`config.mk`:
```
export PLATFORM = sky130hd
export DESIGN_NAME = bin_tree
export DESIGN_NICKNAME = d
export VERILOG_FILES = /design/src/rtl/bin_tree_pkg.sv /design/src/rtl/bin_tree_level.sv /design/src/rtl/bin_tree.sv
export SDC_FILE = /design/constraint.sdc
export NUM_CORES = 1
export LEC_CHECK = 0
export ABC_AREA = 1
export CAP_MARGIN = 20
export CORE_UTILIZATION = 50
export CTS_BUF_LIST = sky130_fd_sc_hd__clkbuf_2
export DETAILED_ROUTE_END_ITERATION = 8
export GPL_ROUTABILITY_DRIVEN = 1
export GPL_TIMING_DRIVEN = 0
export PLACE_DENSITY = 0.71
export SETUP_SLACK_MARGIN = 0.1
export SLEW_MARGIN = 15
export SYNTH_ARGS = -nofsm -noshare
export SYNTH_HDL_FRONTEND = slang
export SYNTH_SLANG_ARGS = --single-unit
export TNS_END_PERCENT = 50
```
`constraint.sdc`:
```
create_clock -name clk -period 19 [get_ports clk]
set_clock_uncertainty 0.15 [all_clocks]
set_input_delay 3.8 -clock clk [delete_from_list [all_inputs] [get_ports clk]]
set_output_delay 3.8 -clock clk [all_outputs]
set_load 0.05 [all_outputs]
```
`src/rtl/bin_tree_pkg.sv`:
```
// Shared sizing helpers for the bin_tree population-count adder tree.
package bin_tree_pkg;

    // Bit width of one node at tree level k (level 0 = input bits).
    function automatic int unsigned level_width(input int unsigned k);
        return k + 1;
    endfunction

    // Number of nodes at tree level k for a tree of ndata_log levels.
    function automatic int unsigned level_nodes(input int unsigned ndata_log, input int unsigned k);
        return 32'd1 << (ndata_log - k);
    endfunction

    // Bit offset of level k inside the flattened all-levels tree vector.
    function automatic int unsigned level_offset(input int unsigned ndata_log, input int unsigned k);
        int unsigned off;
        off = 0;
        for (int unsigned j = 0; j < k; j++) begin
            off += level_nodes(ndata_log, j) * level_width(j);
        end
        return off;
    endfunction

endpackage

```
`src/rtl/bin_tree_level.sv`:
```
// One registered level of the adder tree: pairwise sums, each widened by one bit.
module bin_tree_level
    import bin_tree_pkg::*;
#(
    parameter int unsigned IN_NODES = 2,
    parameter int unsigned IN_W     = 1
) (
    input  logic                                  clk,
    input  logic                                  rst,
    input  logic [IN_NODES*IN_W-1:0]              din,
    output logic [(IN_NODES/2)*(IN_W+1)-1:0]      dout
);

    localparam int unsigned OUT_NODES = IN_NODES / 2;
    localparam int unsigned OUT_W     = IN_W + 1;

    for (genvar i = 0; i < OUT_NODES; i++) begin : g_node
        always_ff @(posedge clk or posedge rst) begin
            if (rst) begin
                dout[i*OUT_W +: OUT_W] <= '0;
            end else begin
                dout[i*OUT_W +: OUT_W] <= OUT_W'(din[(2*i)*IN_W +: IN_W])
                                        + OUT_W'(din[(2*i+1)*IN_W +: IN_W]);
            end
        end
    end

endmodule

```
`src/rtl/bin_tree.sv`:
```
// Pipelined population count: binary adder tree, one register stage per level.
module bin_tree
    import bin_tree_pkg::*;
#(
    parameter int unsigned NDATA = 128
) (
    input  logic                     clk,
    input  logic                     rst,
    input  logic [NDATA-1:0]         din,
    input  logic                     din_valid,
    output logic [$clog2(NDATA):0]   dout,
    output logic                     dout_valid
);

    localparam int unsigned NDATA_LOG = $clog2(NDATA);
    localparam int unsigned NPAD      = level_nodes(NDATA_LOG, 0);
    localparam int unsigned TREE_W    = level_offset(NDATA_LOG, NDATA_LOG + 1);
    localparam int unsigned ROOT_OFF  = level_offset(NDATA_LOG, NDATA_LOG);

    if (NDATA < 2) begin : g_chk
        $error("bin_tree: NDATA must be at least 2");
    end

    // All levels packed back to back; level 0 is the zero-padded input word.
    wire [TREE_W-1:0] tree;

    assign tree[NPAD-1:0] = NPAD'(din);

    for (genvar k = 1; k <= NDATA_LOG; k++) begin : g_lvl
        localparam int unsigned IN_OFF  = level_offset(NDATA_LOG, k - 1);
        localparam int unsigned OUT_OFF = level_offset(NDATA_LOG, k);
        localparam int unsigned IN_N    = level_nodes(NDATA_LOG, k - 1);
        localparam int unsigned IN_W    = level_width(k - 1);
        localparam int unsigned OUT_N   = level_nodes(NDATA_LOG, k);
        localparam int unsigned OUT_W   = level_width(k);

        bin_tree_level #(
            .IN_NODES (IN_N),
            .IN_W     (IN_W)
        ) u_level (
            .clk  (clk),
            .rst  (rst),
            .din  (tree[IN_OFF +: IN_N*IN_W]),
            .dout (tree[OUT_OFF +: OUT_N*OUT_W])
        );
    end

    assign dout = tree[ROOT_OFF +: NDATA_LOG+1];

    // Valid flag travels alongside the tree, one stage per level.
    logic [NDATA_LOG-1:0] vld;

    always_ff @(posedge clk or posedge rst) begin
        if (rst) begin
            vld <= '0;
        end else begin
            vld <= NDATA_LOG'({vld, din_valid});
        end
    end

    assign dout_valid = vld[NDATA_LOG-1];

endmodule

```
==> impl_results.md, run 1 <==
- Run status: finished, final reports clean
- Fraction of met1 tracks used by global routing: 18.16%
- Total power after layout: 2.368 mW
- Crit path arrival time: 2.01 ns
- Clock network fraction of design power: 21.4%
- Number of cells on the worst hold path: 0
- Register clock-pin slew on the reported worst setup and hold paths: 0.09 ns
- Flip-flop and latch count after synthesis: 381
- IO Count: 140
- Number of warnings reported in the yosys synthesis log: 0
- Final worst-path cycle share: 31.39%
- Reg-to-reg setup timing slack: 17.33 ns
- Max-slew violation count: 0
- Most common cell after layout, fill and taps aside: dfrtp_1
- Power per cell area: 126.9 mW/mm^2
- Kind of cell adding the most delay to the critical path: buffers and inverters
- Number of buffers inserted by port buffering: 139
- Worst Hold Path EP: vld[5]$_DFF_PP0_
- Min setup slack post-route: 13.04 ns
- Total Neg Setup Slack: 0 ns
- Net total in the final layout: 1829
- Avg Vias per Cell: 4.523
- Reg-to-reg startpoint: g_lvl[5].u_level.dout[12]$_DFF_PP0_
- Startpoint of the most critical hold path: vld[4]$_DFF_PP0_
- Cts hold-fix bufs: 0
- Critical path class: register to primary output
- Rows: 64
- Min-Delay Path Class: register to register
- Number of cells produced by synthesis: 1181
- Total standard cell area after synthesis: 0.01588 sq mm
- Switch share: 33.93%
- TritonCTS clock tree: yes
- Number of unique standard cell types used by synthesis: 17
- Die Width: 180.2 microns
- DRC violation count after routing: 0
- Max Buffers Root-to-Sink: 3
- Design internal power: 1.565 mW
- Vertical die dimension: 180.2 microns
- Number of iterations in the first detailed-routing pass: 5
- Yosys top cell by area: dfrtp_1
- Congestion Overflow GR: 0
- Post-synthesis average cell area: 13.44 sq um
- Detailed placement HPWL: 16020 microns
- Max transition margin: 61.57%
- Number of nets in the synthesized netlist: 1590
- Busiest layer in global routing: met2
- Count of cells along the worst register-to-register path: 6
- Worst-Margin Slew: 0.5764 ns
- Worst Path Buf+Inv: 1
- Via count of the first global-routing pass: 9467
- Ranking of synthesized cells by area: dfrtp_1 (60%), ha_1 (17%), fa_1 (7.9%), inv_1 (6.3%), nand2_1 (1.9%)
- CTS buffer count: 95
- Sinks on the clock net: 381
- Root cell of the clock tree: clkbuf_2
- Unrepaired setup endpoints after global routing: no
- Yosys top cell area share: 60.06%
- Sequential share of the synthesized area: 60.06%
- H-tree depth: 3
- Met2 Resource Use GR: 25.63%
- Category of the worst setup path launch point: register
- Critical path data required time: 15.05 ns
- Area of placed instances: 0.01785 sq mm
- Total routed wirelength: 21890 microns
- Sw power: 803.5 uW
- Combinational share of power: 31.9%
- Post-CTS sizing: 0
- Static Leak: 9.915 nW
- Finished layout cell area: 0.01867 sq mm
- Cell with the biggest individual delay on the critical path: clkdlybuf4s50_1
- Worst reg2reg endpoint: g_lvl[6].u_level.dout[11]$_DFF_PP0_
- Final ANT Viol Nets: 0
- Min Hold Slack: 0.1954 ns
- Commonest non-fill, non-tap cells in the layout: dfrtp_1 (381), inv_1 (265), ha_1 (215)
- Initial antenna violation count: 1
- Overall via count from detail_route: 8503
- Place WS: 13.23 ns
- Max VDD drop: 54.09 uV
- CP endpoint kind: primary output
- Initial core utilization: 51.36%
- Floorplan die area: 0.03247 sq mm
- Number of design-rule violations left by the first detailed-router iteration: 255
- Maximum capacitance violations: 0
- Area grow syn2layout: 17.60%
- Number of hold violations in the final report: 0
- Gp weighted congestion: 0.7834
- Fraction of final layout cells with drive strength greater than 1: 9.305%
- Met3 track utilization from global routing: 3.921%
- Critical-path cell list: clkdlybuf4s50_1
- Delay of the slowest cell on the worst path: 0.82 ns
- Largest net degree at the start of global routing: 120
- First-pass GRT wire length: 40290 microns
- Area of the core region: 0.03091 sq mm
- Clock insertion delay at the later pin of the skew report: 0.86 ns
- Part of the power in registers: 46.7%
- Count of endpoints failing setup in the final report: 0
- Period minus WS final: 5.964 ns
- Peak clock frequency supported by timing: 0.1677 GHz
- CP max FO: 1
- Post-CTS setup-driven buffer insertion count: 0
- Wirelength per Cell: 11.64 microns
- Total Routing Usage GR: 15.18%
## cell usage after synthesis
| cell | number |
|---|---|
| a21oi_1 | 54 |
| clkinv_1 | 1 |
| nand2_1 | 79 |
| fa_1 | 63 |
| or2_1 | 1 |
| nand4_1 | 2 |
| inv_1 | 266 |
| nand3b_1 | 4 |
| nand3_2 | 1 |
| nand3_1 | 47 |
| xnor2_1 | 25 |
| o21ai_0 | 4 |
| xor2_1 | 28 |
| dfrtp_1 | 381 |
| ha_1 | 215 |
| nor2_1 | 8 |
| nand2_2 | 2 |
## routing by layer
layer | part of all wire, % | vias up
met1 | 42 | 4092
met5 | 0 | -
li1 | - | 4191
met4 | 2.5 | 0
met2 | 51 | 173
met3 | 5.0 | 47
## per-stage QoR
stage | util (%) | std cells
finish | 60.40 | 1880
global route | 60.40 | 1880
CTS | 60.39 | 1879
detailed placement | 57.76 | 1719
global placement | 57.46 | 1716
floorplan | - | 1181
## registers in the layout, summed over array words and instances, names as in the netlist
register / cells
g_lvl.u_level.dout: 374
vld: 7
## how the worst max path moves through the flow
stage                     startpoint                                   to  slack [ns]  cells past startpoint
CTS                 vld[6]$_DFF_PP0_                           dout_valid       12.91                      1
floorplan                        rst   g_lvl[1].u_level.dout[0]$_DFF_PP0_        4.46                      1
finish              vld[6]$_DFF_PP0_                           dout_valid       13.04                      1
global route        vld[6]$_DFF_PP0_                           dout_valid       12.90                      1
detailed placement               rst  g_lvl[1].u_level.dout[83]$_DFF_PP0_       13.23                      4
global placement                 rst  g_lvl[1].u_level.dout[86]$_DFF_PP0_        0.75                      2
## layout make-up
| class | instances | area (sq um) |
|---|---|---|
| fill | 2442 | 12240 |
| sequential | 381 | 9534 |
| multi-input combinational | 533 | 5339 |
| timing repair buffer | 142 | 1474 |
| inverter | 267 | 1010 |
| clock buffer | 127 | 635.6 |
| tap | 396 | 495.5 |
| clock inverter | 33 | 178.9 |
| antenna | 1 | 2.502 |
## power groups by stage
stage / registers, mW / clock network [mW] / logic (mW)
3_5_place_dp: 1.13 / 0 / 0.768
3_3_place_gp: 1.13 / 0 / 0.731
2_1_floorplan: 1.13 / 0 / 0.546
5_1_grt: 1.13 / 0.584 / 0.892
4_1_cts: 1.11 / 0.536 / 0.773
6_report: 1.11 / 0.506 / 0.756
## logic make-up (layout without fill, tap and decap cells)
group | Yosys count | count (layout) | share of synthesized area (%)
xor gates and xnor gates | 53 | 53 | 2.924
other | 0 | 1 | 0
AOI/OAI and AO/OA | 58 | 58 | 1.829
adders and majority gates | 278 | 278 | 24.89
buffers and inverters | 267 | 569 | 6.313
and+or+nand+nor | 144 | 144 | 3.988
DFF | 381 | 381 | 60.06
Power figures use the tool's default switching activity.
==> inputs of run 2 (changes only) <==
- PLACE_DENSITY: 0.71 -> 0.73
- clock period: 19 -> 5.43 ns (I/O delays scaled with it)
==> run 2 against run 1 <==
Global-route usage shrank 0.20 points. Sequential power grew to 3.5 times the previous value. Final area is 1.1% higher. Core utilization is 0.69 points higher. Register-to-register slack got worse by 14 ns. Wire length up 0.72%. Hold slack worse by 0.0094 ns. Clock power increased to 3.5 times the previous value. Die area unchanged. Worst setup slack worse by 11 ns. Total power grew to 3.5 times the previous value. Critical path type unchanged. Highest routed layer unchanged.
==> impl_results.md, run 2 (synthesis gave the netlist of run 1 again) <==
- Total Routing Usage GR: 14.98% (-0.20 points)
- Initial antenna violation count: 1 (unchanged)
- Peak clock frequency supported by timing: 0.3063 GHz
- Biggest regs: g_lvl.u_level.dout: 374 flops, vld: 7 flops
- Die Width: 180.2 microns (unchanged)
- Category of the worst setup path launch point: register
- Number of iterations in the first detailed-routing pass: 4 (-1)
- Max-slew violation count: 0 (unchanged)
- Avg Vias per Cell: 4.492 (-0.69%)
- Largest net degree at the start of global routing: 39 (-68%)
- Total power after layout: 8.322 mW (+250%)
- Sinks on the clock net: 381 (unchanged)
- Number of flip-flops in the largest register: 374 (unchanged)
- Area of the multi-input gates: 0.005339 sq mm (unchanged)
- Fraction of final layout cells with drive strength greater than 1: 10.55% (+1.2 points)
- Critical-path cell list: clkdlybuf4s50_1
- Area grow syn2layout: 18.94%
- Wirelength per Cell: 11.63 microns (-0.13%)
- Root cell of the clock tree: clkbuf_2
- Min-Delay Path Class: register to register
- Floorplan die area: 0.03247 sq mm (unchanged)
- Run status: finished, final reports clean
- Max transition margin: 62.02% (+0.45 points)
- Critical path class: register to primary output
- Worst-Margin Slew: 0.5685 ns (-0.007918 ns)
- Maximum capacitance violations: 0 (unchanged)
- CP endpoint kind: primary output
- First-pass GRT wire length: 39840 microns (-1.1%)
- Static Leak: 10.02 nW (+1.1%)
- TritonCTS clock tree: yes
- DRC violation count after routing: 0 (unchanged)
- Initial core utilization: 51.36% (unchanged)
- Rows: 64 (unchanged)
- CTS buffer count: 92 (-3.2%)
- Max VDD drop: 161.0 uV (+200%)
- Detailed placement HPWL: 16650 microns (+4.0%)
- Number of design-rule violations left by the first detailed-router iteration: 225 (-12%)
- Final ANT Viol Nets: 0 (unchanged)
- Delay of the slowest cell on the worst path: 0.82 ns (about the same)
- Kind of cell adding the most delay to the critical path: buffers and inverters
- Number of buffers inserted by port buffering: 139 (unchanged)
- Power per cell area: 440.7 mW/mm^2 (+250%)
- Net total in the final layout: 1835 (+0.33%)
- Final non-filler cell total: 1896 (+0.85%)
- Area of the core region: 0.03091 sq mm (unchanged)
- Post-CTS setup-driven buffer insertion count: 0 (unchanged)
- H-tree depth: 3 (unchanged)
- Final worst-path cycle share: 60.12%
- Critical path data required time: 4.19 ns (-10.86 ns)
- Cell with the biggest individual delay on the critical path: clkdlybuf4s50_1
- Unrepaired setup endpoints after global routing: no
- Cts hold-fix bufs: 0 (unchanged)
- Largest reg by FF count: g_lvl.u_level.dout
- Count of endpoints failing setup in the final report: 0 (unchanged)
- Number of cells in the design after placement: 1728 (+0.52%)
- Max Buffers Root-to-Sink: 3 (unchanged)
- Period minus WS final: 3.265 ns
- Most common cell after layout, fill and taps aside: dfrtp_1
- Register clock-pin slew on the reported worst setup and hold paths: 0.10 ns (about the same)
- Clock insertion delay at the later pin of the skew report: 0.87 ns (about the same)
- Via count of the first global-routing pass: 9404 (-0.67%)
- CP max FO: 1 (unchanged)
- Worst Path Buf+Inv: 1 (unchanged)
- Congestion Overflow GR: 0 (unchanged)
- Crit path arrival time: 2.03 ns (+0.02 ns)
- Post-CTS sizing: 0 (unchanged)
- Gp weighted congestion: 0.7874 (+0.51%)
- Overall via count from detail_route: 8516 (+0.15%)
- Vertical die dimension: 180.2 microns (unchanged)
- Commonest non-fill, non-tap cells in the layout: dfrtp_1 (381), inv_1 (265), ha_1 (215)
- Number of hold violations in the final report: 0 (unchanged)
- FILL cells: 2400 (-1.7%)
- Total routed wirelength: 22040 microns (+0.72%)
- Register area: 0.009534 sq mm (unchanged)
- IO Count: 140 (unchanged)
-- run 2: changes by cell type in the layout (fill, tap and decap cells not counted) --
cell	change
buf_12	+8
buf_16	+1
bufinv_16	-1
clkbuf_2	+7
clkinv_1	-5
clkinv_4	+1
clkinvlp_4	+2
diode_2	+1
inv_2	+1
inv_6	+1
-- run 2: cell type report --
class,count,share of cell area [%]
diodes,2,0.02651
clock buffers,134,3.552
clock inverters,32,0.9012
inverters,267,5.328
multi-input cells,533,28.28
flip-flops and latches,381,50.49
well taps,396,2.624
repair buffers,151,8.800
-- run 2: per-stage QoR --
| stage | hold WS, ns | TNS (ns) | area, sq um | worst slack [ns] | util [%] |
|---|---|---|---|---|---|
| after floorplan | 0.1812 | -352.81 | 15880 | -0.9260 | - |
| final | 0.1860 | 0 | 18880 | 2.165 | 61.09 |
| after CTS | 0.1937 | 0 | 18880 | 2.064 | 61.07 |
| after detailed placement | 0.1863 | 0 | 18040 | 2.186 | 58.35 |
| after global routing | 0.1984 | 0 | 18880 | 2.050 | 61.09 |
| after global placement | 0.1828 | -1132.96 | 17770 | -3.011 | 57.48 |
-- run 2: worst paths after layout --
check	slack (ns)	depth (start not counted)	to	from
setup / recovery	2.17	1	dout_valid	vld[6]$_DFF_PP0_
hold / removal	0.19	0	vld[4]$_DFF_PP0_	vld[3]$_DFF_PP0_
setup reg to reg	3.68	6	g_lvl[6].u_level.dout[11]$_DFF_PP0_	g_lvl[5].u_level.dout[18]$_DFF_PP0_
hold reg to reg	0.19	0	vld[4]$_DFF_PP0_	vld[3]$_DFF_PP0_
max in group asynchronous	3.14	7	g_lvl[3].u_level.dout[42]$_DFF_PP0_	rst
min in group asynchronous	0.45	2	g_lvl[2].u_level.dout[13]$_DFF_PP0_	rst
-- run 2: report_power, final --
group / leakage (nW) / internal, mW / switching, mW
logic: 4.73 / 1.19 / 1.47
registers: 4.66 / 3.57 / 0.300
clock network: 0.635 / 0.719 / 1.07
-- run 2: per-layer routing --
| layer | vias to the layer above | wire [microns] | track usage [%] |
|---|---|---|---|
| met5 | - | 0 | 0 |
| li1 | 4215 | - | - |
| met4 | 0 | 462 | 6.940 |
| met3 | 41 | 904 | 3.658 |
| met1 | 4111 | 9244 | 17.90 |
| met2 | 149 | 11430 | 25.63 |
==> inputs of run 3 (changes only) <==
- clock period: 5.43 -> 2.87 ns (I/O delays scaled with it)
==> run 3 against run 2 <==
Final cell count increased by 0.11%. Critical path type unchanged. Largest power group unchanged. Critical path depth unchanged. Core utilization increased by 0.069 points. Wire length about the same. Critical endpoint is now dout[7]. Non-clock buffer count increased by 2. Register-to-register slack got worse by 2.6 ns.
==> impl_results.md, run 3 (synthesis gave the netlist of run 1 again) <==
- Utilization of the core after routing: 61.16% (+0.069 points)
- Finished layout cell area: 0.01890 sq mm (+0.11%)
- Commonest non-fill, non-tap cells in the layout: dfrtp_1 (381), inv_1 (265), ha_1 (215)
- Rows: 64 (unchanged)
- Net total in the final layout: 1837 (+0.11%)
- Clock insertion delay at the later pin of the skew report: 0.87 ns (about the same)
- Final worst-path cycle share: 92.50%
- Category of the worst setup path launch point: register
- Critical path data required time: 2.15 ns (-2.04 ns)
- Area of placed instances: 0.01804 sq mm (unchanged)
- Critical path class: register to primary output
- Max Buffers Root-to-Sink: 3 (unchanged)
- Vertical die dimension: 180.2 microns (unchanged)
- Detailed placement HPWL: 16650 microns (unchanged)
- Max-slew violation count: 0 (unchanged)
- Largest reg by FF count: g_lvl.u_level.dout
- Gp weighted congestion: 0.7874 (unchanged)
- CP max FO: 1 (unchanged)
- Number of buffers inserted by port buffering: 139 (unchanged)
- TritonCTS clock tree: yes
- Count of endpoints failing setup in the final report: 0 (unchanged)
- Min setup slack post-route: 0.2153 ns (-1.950 ns)
- Number of hold violations in the final report: 0 (unchanged)
- Critical-path cell list: clkdlybuf4s50_1
- Root cell of the clock tree: clkbuf_2
- First-pass GRT wire length: 39910 microns (+0.17%)
- Fraction of final layout cells with drive strength greater than 1: 10.53% (-0.014 points)
- H-tree depth: 3 (unchanged)
- Via count of the first global-routing pass: 9428 (+0.26%)
- Die Width: 180.2 microns (unchanged)
- Most common cell after layout, fill and taps aside: dfrtp_1
- Total routed wirelength: 22050 microns (about the same)
- Congestion Overflow GR: 0 (unchanged)
- Max transition margin: 61.98% (about the same)
- Avg Vias per Cell: 4.490 (about the same)
- Total Neg Setup Slack: 0 ns (unchanged)
- Initial core utilization: 51.36% (unchanged)
- Max VDD drop: 304.4 uV (+89%)
- Area grow syn2layout: 19.07%
- Number of cells in the design after placement: 1728 (unchanged)
- Cell with the biggest individual delay on the critical path: clkdlybuf4s50_1
- DRC violation count after routing: 0 (unchanged)
- Peak clock frequency supported by timing: 0.3767 GHz
- Static Leak: 10.06 nW (+0.32%)
- Total Routing Usage GR: 15.00% (+0.023 points)
- Sinks on the clock net: 381 (unchanged)
- Kind of cell adding the most delay to the critical path: buffers and inverters
- Crit path arrival time: 1.93 ns (-0.10 ns)
- Final ANT Viol Nets: 0 (unchanged)
- Area of the core region: 0.03091 sq mm (unchanged)
- Wirelength per Cell: 11.62 microns (about the same)
- Worst-Margin Slew: 0.5692 ns (+0.0006616 ns)
- IO Count: 140 (unchanged)
- CP endpoint kind: primary output
- Min-Delay Path Class: input pin to register
- Biggest regs: g_lvl.u_level.dout: 374 flops, vld: 7 flops
- Number of iterations in the first detailed-routing pass: 4 (unchanged)
- Run status: finished, final reports clean
- Largest net degree at the start of global routing: 39 (unchanged)
- Number of flip-flops in the largest register: 374 (unchanged)
- Number of design-rule violations left by the first detailed-router iteration: 217 (-3.6%)
- Maximum capacitance violations: 0 (unchanged)
- Unrepaired setup endpoints after global routing: yes
- Floorplan die area: 0.03247 sq mm (unchanged)
- Period minus WS final: 2.655 ns
- Register clock-pin slew on the reported worst setup and hold paths: 0.11 ns (about the same)
- Place WS: 0.1377 ns (-2.048 ns)
- Initial antenna violation count: 1 (unchanged)
- Worst Path Buf+Inv: 1 (unchanged)
- Delay of the slowest cell on the worst path: 0.79 ns (-0.03 ns)
- Power per cell area: 832.2 mW/mm^2 (+89%)
- CTS buffer count: 92 (unchanged)
- Final non-filler cell total: 1898 (+0.11%)
- Overall via count from detail_route: 8522 (+0.070%)
## run 3: cell types whose count changed in the layout (fill, tap and decap cells not counted)
cell,previous run,this run
dlymetal6s2s_1,0,2
dlygate4sd2_1,0,3
dlygate4sd3_1,0,2
clkdlybuf4s50_1,139,134
## run 3: worst register-to-register path: cells and delay by family, from the launching register on
kind / cells / cell delay (ns)
XOR/XNOR: 1 / 0.16
adder cells (fa/ha/maj): 2 / 0.59
buffers and inverters: 1 / 0.06
flip-flops: 1 / 0.38
AND/OR/NAND/NOR: 2 / 0.30
## run 3: repair_timing
action	4_1_cts	5_1_grt
hold buffers	2	0
setup endpoints to repair	6	5
setup buffers	0	0
endpoints found under the hold margin	22	0
resized for setup	3	2
## run 3: path summary, 6_finish.rpt
kind	start	to	slack [ns]	depth (start not counted)
worst max-delay path	g_lvl[7].u_level.dout[7]$_DFF_PP0_	dout[7]	0.22	1
worst min-delay path	din[9]	g_lvl[1].u_level.dout[8]$_DFF_PP0_	0.14	2
worst max register to register	g_lvl[5].u_level.dout[18]$_DFF_PP0_	g_lvl[6].u_level.dout[11]$_DFF_PP0_	1.12	6
worst min register to register	vld[3]$_DFF_PP0_	vld[4]$_DFF_PP0_	0.19	0
max in group asynchronous	rst	g_lvl[3].u_level.dout[42]$_DFF_PP0_	0.53	8
min in group asynchronous	rst	g_lvl[2].u_level.dout[13]$_DFF_PP0_	0.50	3
## run 3: power by group
part	internal, mW	switching [mW]
Combinational	2.25	2.78
Clock	1.36	2.02
Sequential	6.75	0.566
## run 3: area by class of cell
type	count	area (sq um)
Sequential cell	381	9534
Timing Repair Buffer	153	1683
Clock inverter	32	170.2
Multi-Input combinational cell	533	5339
Tap cell	396	495.5
Inverter	267	1006
Antenna cell	2	5.005
Fill cell	2395	12010
Clock buffer	134	670.6
## run 3: metrics by stage
stage               hold WS [ns]  power (mW)
finish                    0.1447       15.73
global route             0.02905       17.25
CTS                    0.0008689       16.10
detailed placement        0.1863       12.58
global placement          0.1828       12.30
floorplan                 0.1812       11.09
## run 3: routing by layer
layer  vias to the layer above  global-route usage (%)  wire length [microns]  part of all wire (%)
li1                       4216                       -                      -                     -
met1                      4116                   17.92                   9231                    42
met2                       149                   25.69                  11450                    52
met3                        41                   3.658                    904                   4.1
met4                         0                   6.940                    457                   2.1
met5                         -                       0                      0                     0
